$ cat src/rtl/mem_arbiter.sv
// mem_arbiter
//   Two-requester round-robin arbiter in front of a single-port synchronous
//   memory. One transaction is in flight at a time. A granted request drives
//   the memory strobe for one cycle. A write then waits for mem_response,
//   and gives up after RESP_TIMEOUT cycles. A read captures mem_rdata. Each
//   transaction ends with a one-cycle ack to its requester.
//
// Ports
//   clk, reset          clock (posedge); async active-low reset
//   mN_req/wr/addr/wdata  requester N command, held until mN_ack
//   mN_ack, mN_err      one-cycle completion pulse; err = write response timeout
//   mN_rdata            last read data returned to requester N
//   mem_wr, mem_rd      memory strobes, high only during the access cycle
//   mem_addr, mem_wdata memory address/data, held through the transaction
//   mem_rdata           memory read data
//   mem_response        memory write-done flag
//   busy                high whenever a transaction is in progress
//
// state  | meaning
// IDLE   | waiting for a request; arbitration happens here
// ACCESS | memory strobe high for exactly this cycle
// W_RESP | write issued, waiting for mem_response or timeout
// R_CAP  | read issued, capture mem_rdata at the closing edge
// ACK    | ack/err visible to the winner, requests ignored
module mem_arbiter #(
  parameter int ADDR_WIDTH   = 4,
  parameter int DATA_WIDTH   = 32,
  parameter int RESP_TIMEOUT = 4
) (
  input  logic                  clk,
  input  logic                  reset,
  input  logic                  m0_req,
  input  logic                  m0_wr,
  input  logic [ADDR_WIDTH-1:0] m0_addr,
  input  logic [DATA_WIDTH-1:0] m0_wdata,
  output logic                  m0_ack,
  output logic                  m0_err,
  output logic [DATA_WIDTH-1:0] m0_rdata,
  input  logic                  m1_req,
  input  logic                  m1_wr,
  input  logic [ADDR_WIDTH-1:0] m1_addr,
  input  logic [DATA_WIDTH-1:0] m1_wdata,
  output logic                  m1_ack,
  output logic                  m1_err,
  output logic [DATA_WIDTH-1:0] m1_rdata,
  output logic                  mem_wr,
  output logic                  mem_rd,
  output logic [ADDR_WIDTH-1:0] mem_addr,
  output logic [DATA_WIDTH-1:0] mem_wdata,
  input  logic [DATA_WIDTH-1:0] mem_rdata,
  input  logic                  mem_response,
  output logic                  busy
);

  typedef enum logic [2:0] {IDLE, ACCESS, W_RESP, R_CAP, ACK} state_t;

  localparam int CNT_W = (RESP_TIMEOUT < 2) ? 1 : $clog2(RESP_TIMEOUT);
  localparam logic [CNT_W-1:0] TMO_LOAD = CNT_W'(RESP_TIMEOUT - 1);

  state_t                  state, state_nxt;
  logic                    last_grant, last_grant_nxt;
  logic                    winner, winner_nxt;
  logic [CNT_W-1:0]        tmo_cnt, tmo_cnt_nxt;
  logic                    mem_wr_nxt, mem_rd_nxt;
  logic [ADDR_WIDTH-1:0]   mem_addr_nxt;
  logic [DATA_WIDTH-1:0]   mem_wdata_nxt;
  logic                    m0_ack_nxt, m0_err_nxt, m1_ack_nxt, m1_err_nxt;
  logic [DATA_WIDTH-1:0]   m0_rdata_nxt, m1_rdata_nxt;
  logic                    busy_nxt;
  logic                    pick;

  always_ff @(posedge clk or negedge reset) begin
    if (!reset) begin
      state      <= IDLE;
      last_grant <= 1'b1;
      winner     <= 1'b0;
      tmo_cnt    <= '0;
      mem_wr     <= 1'b0;
      mem_rd     <= 1'b0;
      mem_addr   <= '0;
      mem_wdata  <= '0;
      m0_ack     <= 1'b0;
      m0_err     <= 1'b0;
      m0_rdata   <= '0;
      m1_ack     <= 1'b0;
      m1_err     <= 1'b0;
      m1_rdata   <= '0;
      busy       <= 1'b0;
    end else begin
      state      <= state_nxt;
      last_grant <= last_grant_nxt;
      winner     <= winner_nxt;
      tmo_cnt    <= tmo_cnt_nxt;
      mem_wr     <= mem_wr_nxt;
      mem_rd     <= mem_rd_nxt;
      mem_addr   <= mem_addr_nxt;
      mem_wdata  <= mem_wdata_nxt;
      m0_ack     <= m0_ack_nxt;
      m0_err     <= m0_err_nxt;
      m0_rdata   <= m0_rdata_nxt;
      m1_ack     <= m1_ack_nxt;
      m1_err     <= m1_err_nxt;
      m1_rdata   <= m1_rdata_nxt;
      busy       <= busy_nxt;
    end
  end

  always_comb begin
    state_nxt      = state;
    last_grant_nxt = last_grant;
    winner_nxt     = winner;
    tmo_cnt_nxt    = tmo_cnt;
    mem_wr_nxt     = 1'b0;
    mem_rd_nxt     = 1'b0;
    mem_addr_nxt   = mem_addr;
    mem_wdata_nxt  = mem_wdata;
    m0_ack_nxt     = 1'b0;
    m0_err_nxt     = 1'b0;
    m1_ack_nxt     = 1'b0;
    m1_err_nxt     = 1'b0;
    m0_rdata_nxt   = m0_rdata;
    m1_rdata_nxt   = m1_rdata;
    pick           = 1'b0;

    case (state)
      IDLE: begin
        if (m0_req || m1_req) begin
          // A tie goes to whoever did not win the previous tie
          if (m0_req && m1_req) begin
            pick           = ~last_grant;
            last_grant_nxt = pick;
          end else begin
            pick = m1_req;
          end
          winner_nxt    = pick;
          mem_addr_nxt  = pick ? m1_addr  : m0_addr;
          mem_wdata_nxt = pick ? m1_wdata : m0_wdata;
          mem_wr_nxt    = pick ? m1_wr    : m0_wr;
          mem_rd_nxt    = pick ? ~m1_wr   : ~m0_wr;
          state_nxt     = ACCESS;
        end
      end

      ACCESS: begin
        // mem_wr still holds the direction of the access being issued
        tmo_cnt_nxt = TMO_LOAD;
        state_nxt   = mem_wr ? W_RESP : R_CAP;
      end

      W_RESP: begin
        if (mem_response || (tmo_cnt == '0)) begin
          m0_ack_nxt = ~winner;
          m1_ack_nxt = winner;
          m0_err_nxt = ~winner & ~mem_response;
          m1_err_nxt = winner & ~mem_response;
          state_nxt  = ACK;
        end else begin
          tmo_cnt_nxt = tmo_cnt - 1'b1;
        end
      end

      R_CAP: begin
        if (winner) m1_rdata_nxt = mem_rdata;
        else        m0_rdata_nxt = mem_rdata;
        m0_ack_nxt = ~winner;
        m1_ack_nxt = winner;
        state_nxt  = ACK;
      end

      ACK: begin
        state_nxt = IDLE;
      end

      default: begin
        state_nxt = IDLE;
      end
    endcase

    busy_nxt = (state_nxt != IDLE);
  end

endmodule

$ cat config.mk
export PLATFORM = sky130hd
export DESIGN_NAME = mem_arbiter
export DESIGN_NICKNAME = d
export VERILOG_FILES = /design/src/rtl/mem_arbiter.sv
export SDC_FILE = /design/constraint.sdc
export NUM_CORES = 1
export LEC_CHECK = 0
export ABC_CLOCK_PERIOD_IN_PS = 4100
export BUFFER_PORTS_ARGS = -buffer_cell sky130_fd_sc_hd__buf_2
export CAP_MARGIN = 15
export CORE_MARGIN = 3
export CORE_UTILIZATION = 51
export CTS_CLUSTER_DIAMETER = 200
export DETAILED_ROUTE_END_ITERATION = 6
export PLACE_DENSITY = 0.95
export SKIP_CTS_REPAIR_TIMING = 1
export SYNTH_ARGS = -nofsm -noshare
export SYNTH_HDL_FRONTEND = slang
export SYNTH_SLANG_ARGS = --single-unit
$ cat constraint.sdc
create_clock -name clk -period 4.1 [get_ports clk]
set_input_delay 0.205 -clock clk [delete_from_list [all_inputs] [get_ports clk]]
set_output_delay 0.205 -clock clk [all_outputs]
set_load 0.005 [all_outputs]
==> flow_summary.toml <==
[sta]
hold_ws_ps = -2.061
timing.slew.headroom = 0.2068
min_period_ps = 2097
clock.fmax_ghz = 0.4770
tightest_slew_ps = 1187
skew_ps = 13.24
drv_slew = 0
setup_tns_ps = 0
grt_setup_unrepaired = "false"
hold_viol = 2
min_period_over_period = 0.5114
finalSetupViolCount = 0

[placement]
port_buffers = 217
hpwlAfterDp_mm = 9.298
globalplace.congestion = 0.8029

[finish]
diodes = 0
final_cell_mix = "216 x buf_2, 113 x dfrtp_1, 79 x nor3_1, 65 x mux2_2, 39 x dlygate4sd3_1"
final_common_cell = "buf_2"
final_layout_size_suffix_gt1_frac = 0.5434
postLayoutCoreUtil = 0.7628
area_growth_pct = 44.17
nNetsFinal = 756

[global_route]
overflow = 0
antenna_found_initial = 0
grt_pass1_vias = 4165
grt_pass1_wl_mm = 21.04
grtUsageTotal = 0.2406
grt_max_degree = 56

[clock_network]
cts_made_buffers = 17
htreeDepth = 4
clk_path_buf_depth = 2
cts_tree = "done"
cts-root-buf = "clkbuf_8"
clk_latency_ps = 490
clock_sinks = 114
path_clk_slew_ps = 60

[die]
start_util = 0.5291
num_rows = 35
dieArea_um2 = 10850
die_h_um = 104.1
die_w_um = 104.1
ios = 218
coreArea_um2 = 9284

[worst_setup_path]
crit_required_ps = 4520
startpoint_type = "flip-flop"
crit_path_end_kind = "flip-flop"
path_cells = "nor3_2, buf_4, nand3_1, dlygate4sd3_1, xnor2_1"
slowest_delay_ps = 590
startpoint = "state[0]$_DFF_PN0_"
critical_path_arrival_ps = 2520
worstSetupPathType = "reg -> reg"
critical_path.top_delay_family = "buffers and inverters"
cp_num_buf_inv = 2
crit_slowest_cell = "dlygate4sd3_1"
cp_max_fo = 38
crit-reg2reg-launch = "state[0]$_DFF_PN0_"

[hold_path]
hold_path.startpoint = "m1_wdata[8]"
hold_path_class = "in -> reg"

[synth]
ys_ff_latch = 114
synth_area_per_cell_um2 = 12.37
ys_types = 35
ys_seq_area_frac = 0.5810
synth_cells = 397
synth_area_um2 = 4912
synth_nets = 509
yosys_warnings = 0

[detailed_routing]
drt_iter0_drc = 290
drt_wl_total_mm = 14.87
ant_nets = 0
first_pass_iters = 5
viasPerCell = 5.469
drc = 0
vias = 4299
drt-wirelength-per-cell_um = 18.91

[power]
power-per-cell-area_nw_per_um2 = 805.3
p_leak_nw = 3.249
ir_worst_vdd_mv = 0.4436

[run]
maxCapViolations = 0

[run_status]
violations = "hold timing"
status = "finished with violations"
-- where the power goes --
part           internal [W]  leakage, nW  total, W  switching [W]
logic               0.00102         1.62   0.00205        0.00102
registers           0.00168         1.32   0.00205       0.000369
clock network       0.00106        0.310   0.00160       0.000544
total               0.00377         3.25   0.00570        0.00194
-- layout make-up --
cell class / instances / area (um2)
clock inverters: 14 / 227.7
flip-flops and latches: 114 / 2854
repair buffers: 262 / 1544
inverters: 4 / 15.01
clock buffers: 18 / 417.9
fillers: 563 / 2202
multi-input cells: 245 / 1862
well taps: 129 / 161.4
-- tightest hold or removal path, delay by kind of cell --
kind | cells | cell delay, ps
simple gates | 2 | 160
buf+inv | 1 | 70
-- through the flow --
stage	total power [W]	hold slack, ps	area [um2]	instances	worst slack (ps)
final	0.005703	-2.061	7082	786	2003
after floorplan	0.003131	-90.59	4912	397	2515
after global routing	0.006009	1.775	7082	786	1863
after detailed placement	0.003962	44.34	6018	714	2033
after global placement	0.003819	38.70	6018	714	2172
after CTS	0.005573	-488.5	6664	746	2023
-- layer usage --
metal,track usage,up-vias,wire [um]
li1,-,1925,-
met4,0.07502,0,271
met2,0.4076,253,7682
met3,0.07387,24,1340
met1,0.2961,2097,5571
met5,0,-,0
-- path summary, 6_finish.rpt --
check / end / slack, ps / depth (start not counted)
max: last_grant$_DFFE_PN1P_ / 2000 / 5
min: mem_wdata[8]$_DFFE_PN0N_ / -2 / 3
max reg2reg: last_grant$_DFFE_PN1P_ / 2000 / 5
min reg2reg: m0_rdata[5]$_DFFE_PN0P_ / 500 / 1
max in group asynchronous: m1_rdata[6]$_DFFE_PN0N_ / 3110 / 3
min in group asynchronous: m0_rdata[14]$_DFFE_PN0P_ / 90 / 2
-- cell usage after synthesis --
master / instances / area, um2
a22o_1: 1 / 8.760
a2bb2oi_1: 2 / 17.52
clkbuf_1: 9 / 33.78
a21bo_2: 1 / 10.01
buf_2: 13 / 65.06
dfstp_2: 1 / 26.28
nor2_1: 7 / 26.28
buf_4: 3 / 22.52
nor2b_1: 2 / 12.51
nand2_1: 1 / 3.750
clkbuf_2: 1 / 5.000
a21oi_1: 37 / 185.2
and3_1: 1 / 6.260
or4b_4: 1 / 13.76
or3_1: 1 / 6.260
or3b_2: 1 / 8.760
inv_1: 4 / 15.01
or2_2: 1 / 6.260
buf_1: 3 / 11.26
o31a_1: 1 / 8.760
nor2b_2: 1 / 8.760
o2bb2ai_1: 1 / 8.760
mux2_2: 65 / 732.0
dfrtp_1: 113 / 2828
and2_1: 2 / 12.51
nor3_2: 30 / 300.3
mux2i_1: 1 / 10.01
mux2_1: 1 / 11.26
ha_1: 1 / 12.51
nand3_1: 3 / 15.01
nor4_1: 1 / 6.260
nor3_1: 80 / 400.4
xnor2_1: 1 / 8.760
buf_6: 5 / 56.30
a2111oi_0: 1 / 8.760
-- state kept, by name, summed over array words and instances (netlist names) --
signal      flops
mem_addr        4
busy            1
tmo_cnt         2
mem_rd          1
last_grant      1
m0_rdata       32
winner          1
state           3
m1_ack          1
m1_rdata       32
m0_err          1
m1_err          1
mem_wr          1
mem_wdata      32
m0_ack          1
-- cells by family (layout without fill, tap and decap cells) --
family,after synthesis,in the layout,share of synthesized area
xor+xnor,1,1,0.001783
flops,114,114,0.5810
mux,67,67,0.1533
fa+ha+maj,1,1,0.002547
simple gates,132,132,0.1684
buf+inv,38,298,0.04253
compound gates,44,44,0.05044
Note: power is estimated with default switching activity, not from simulation.
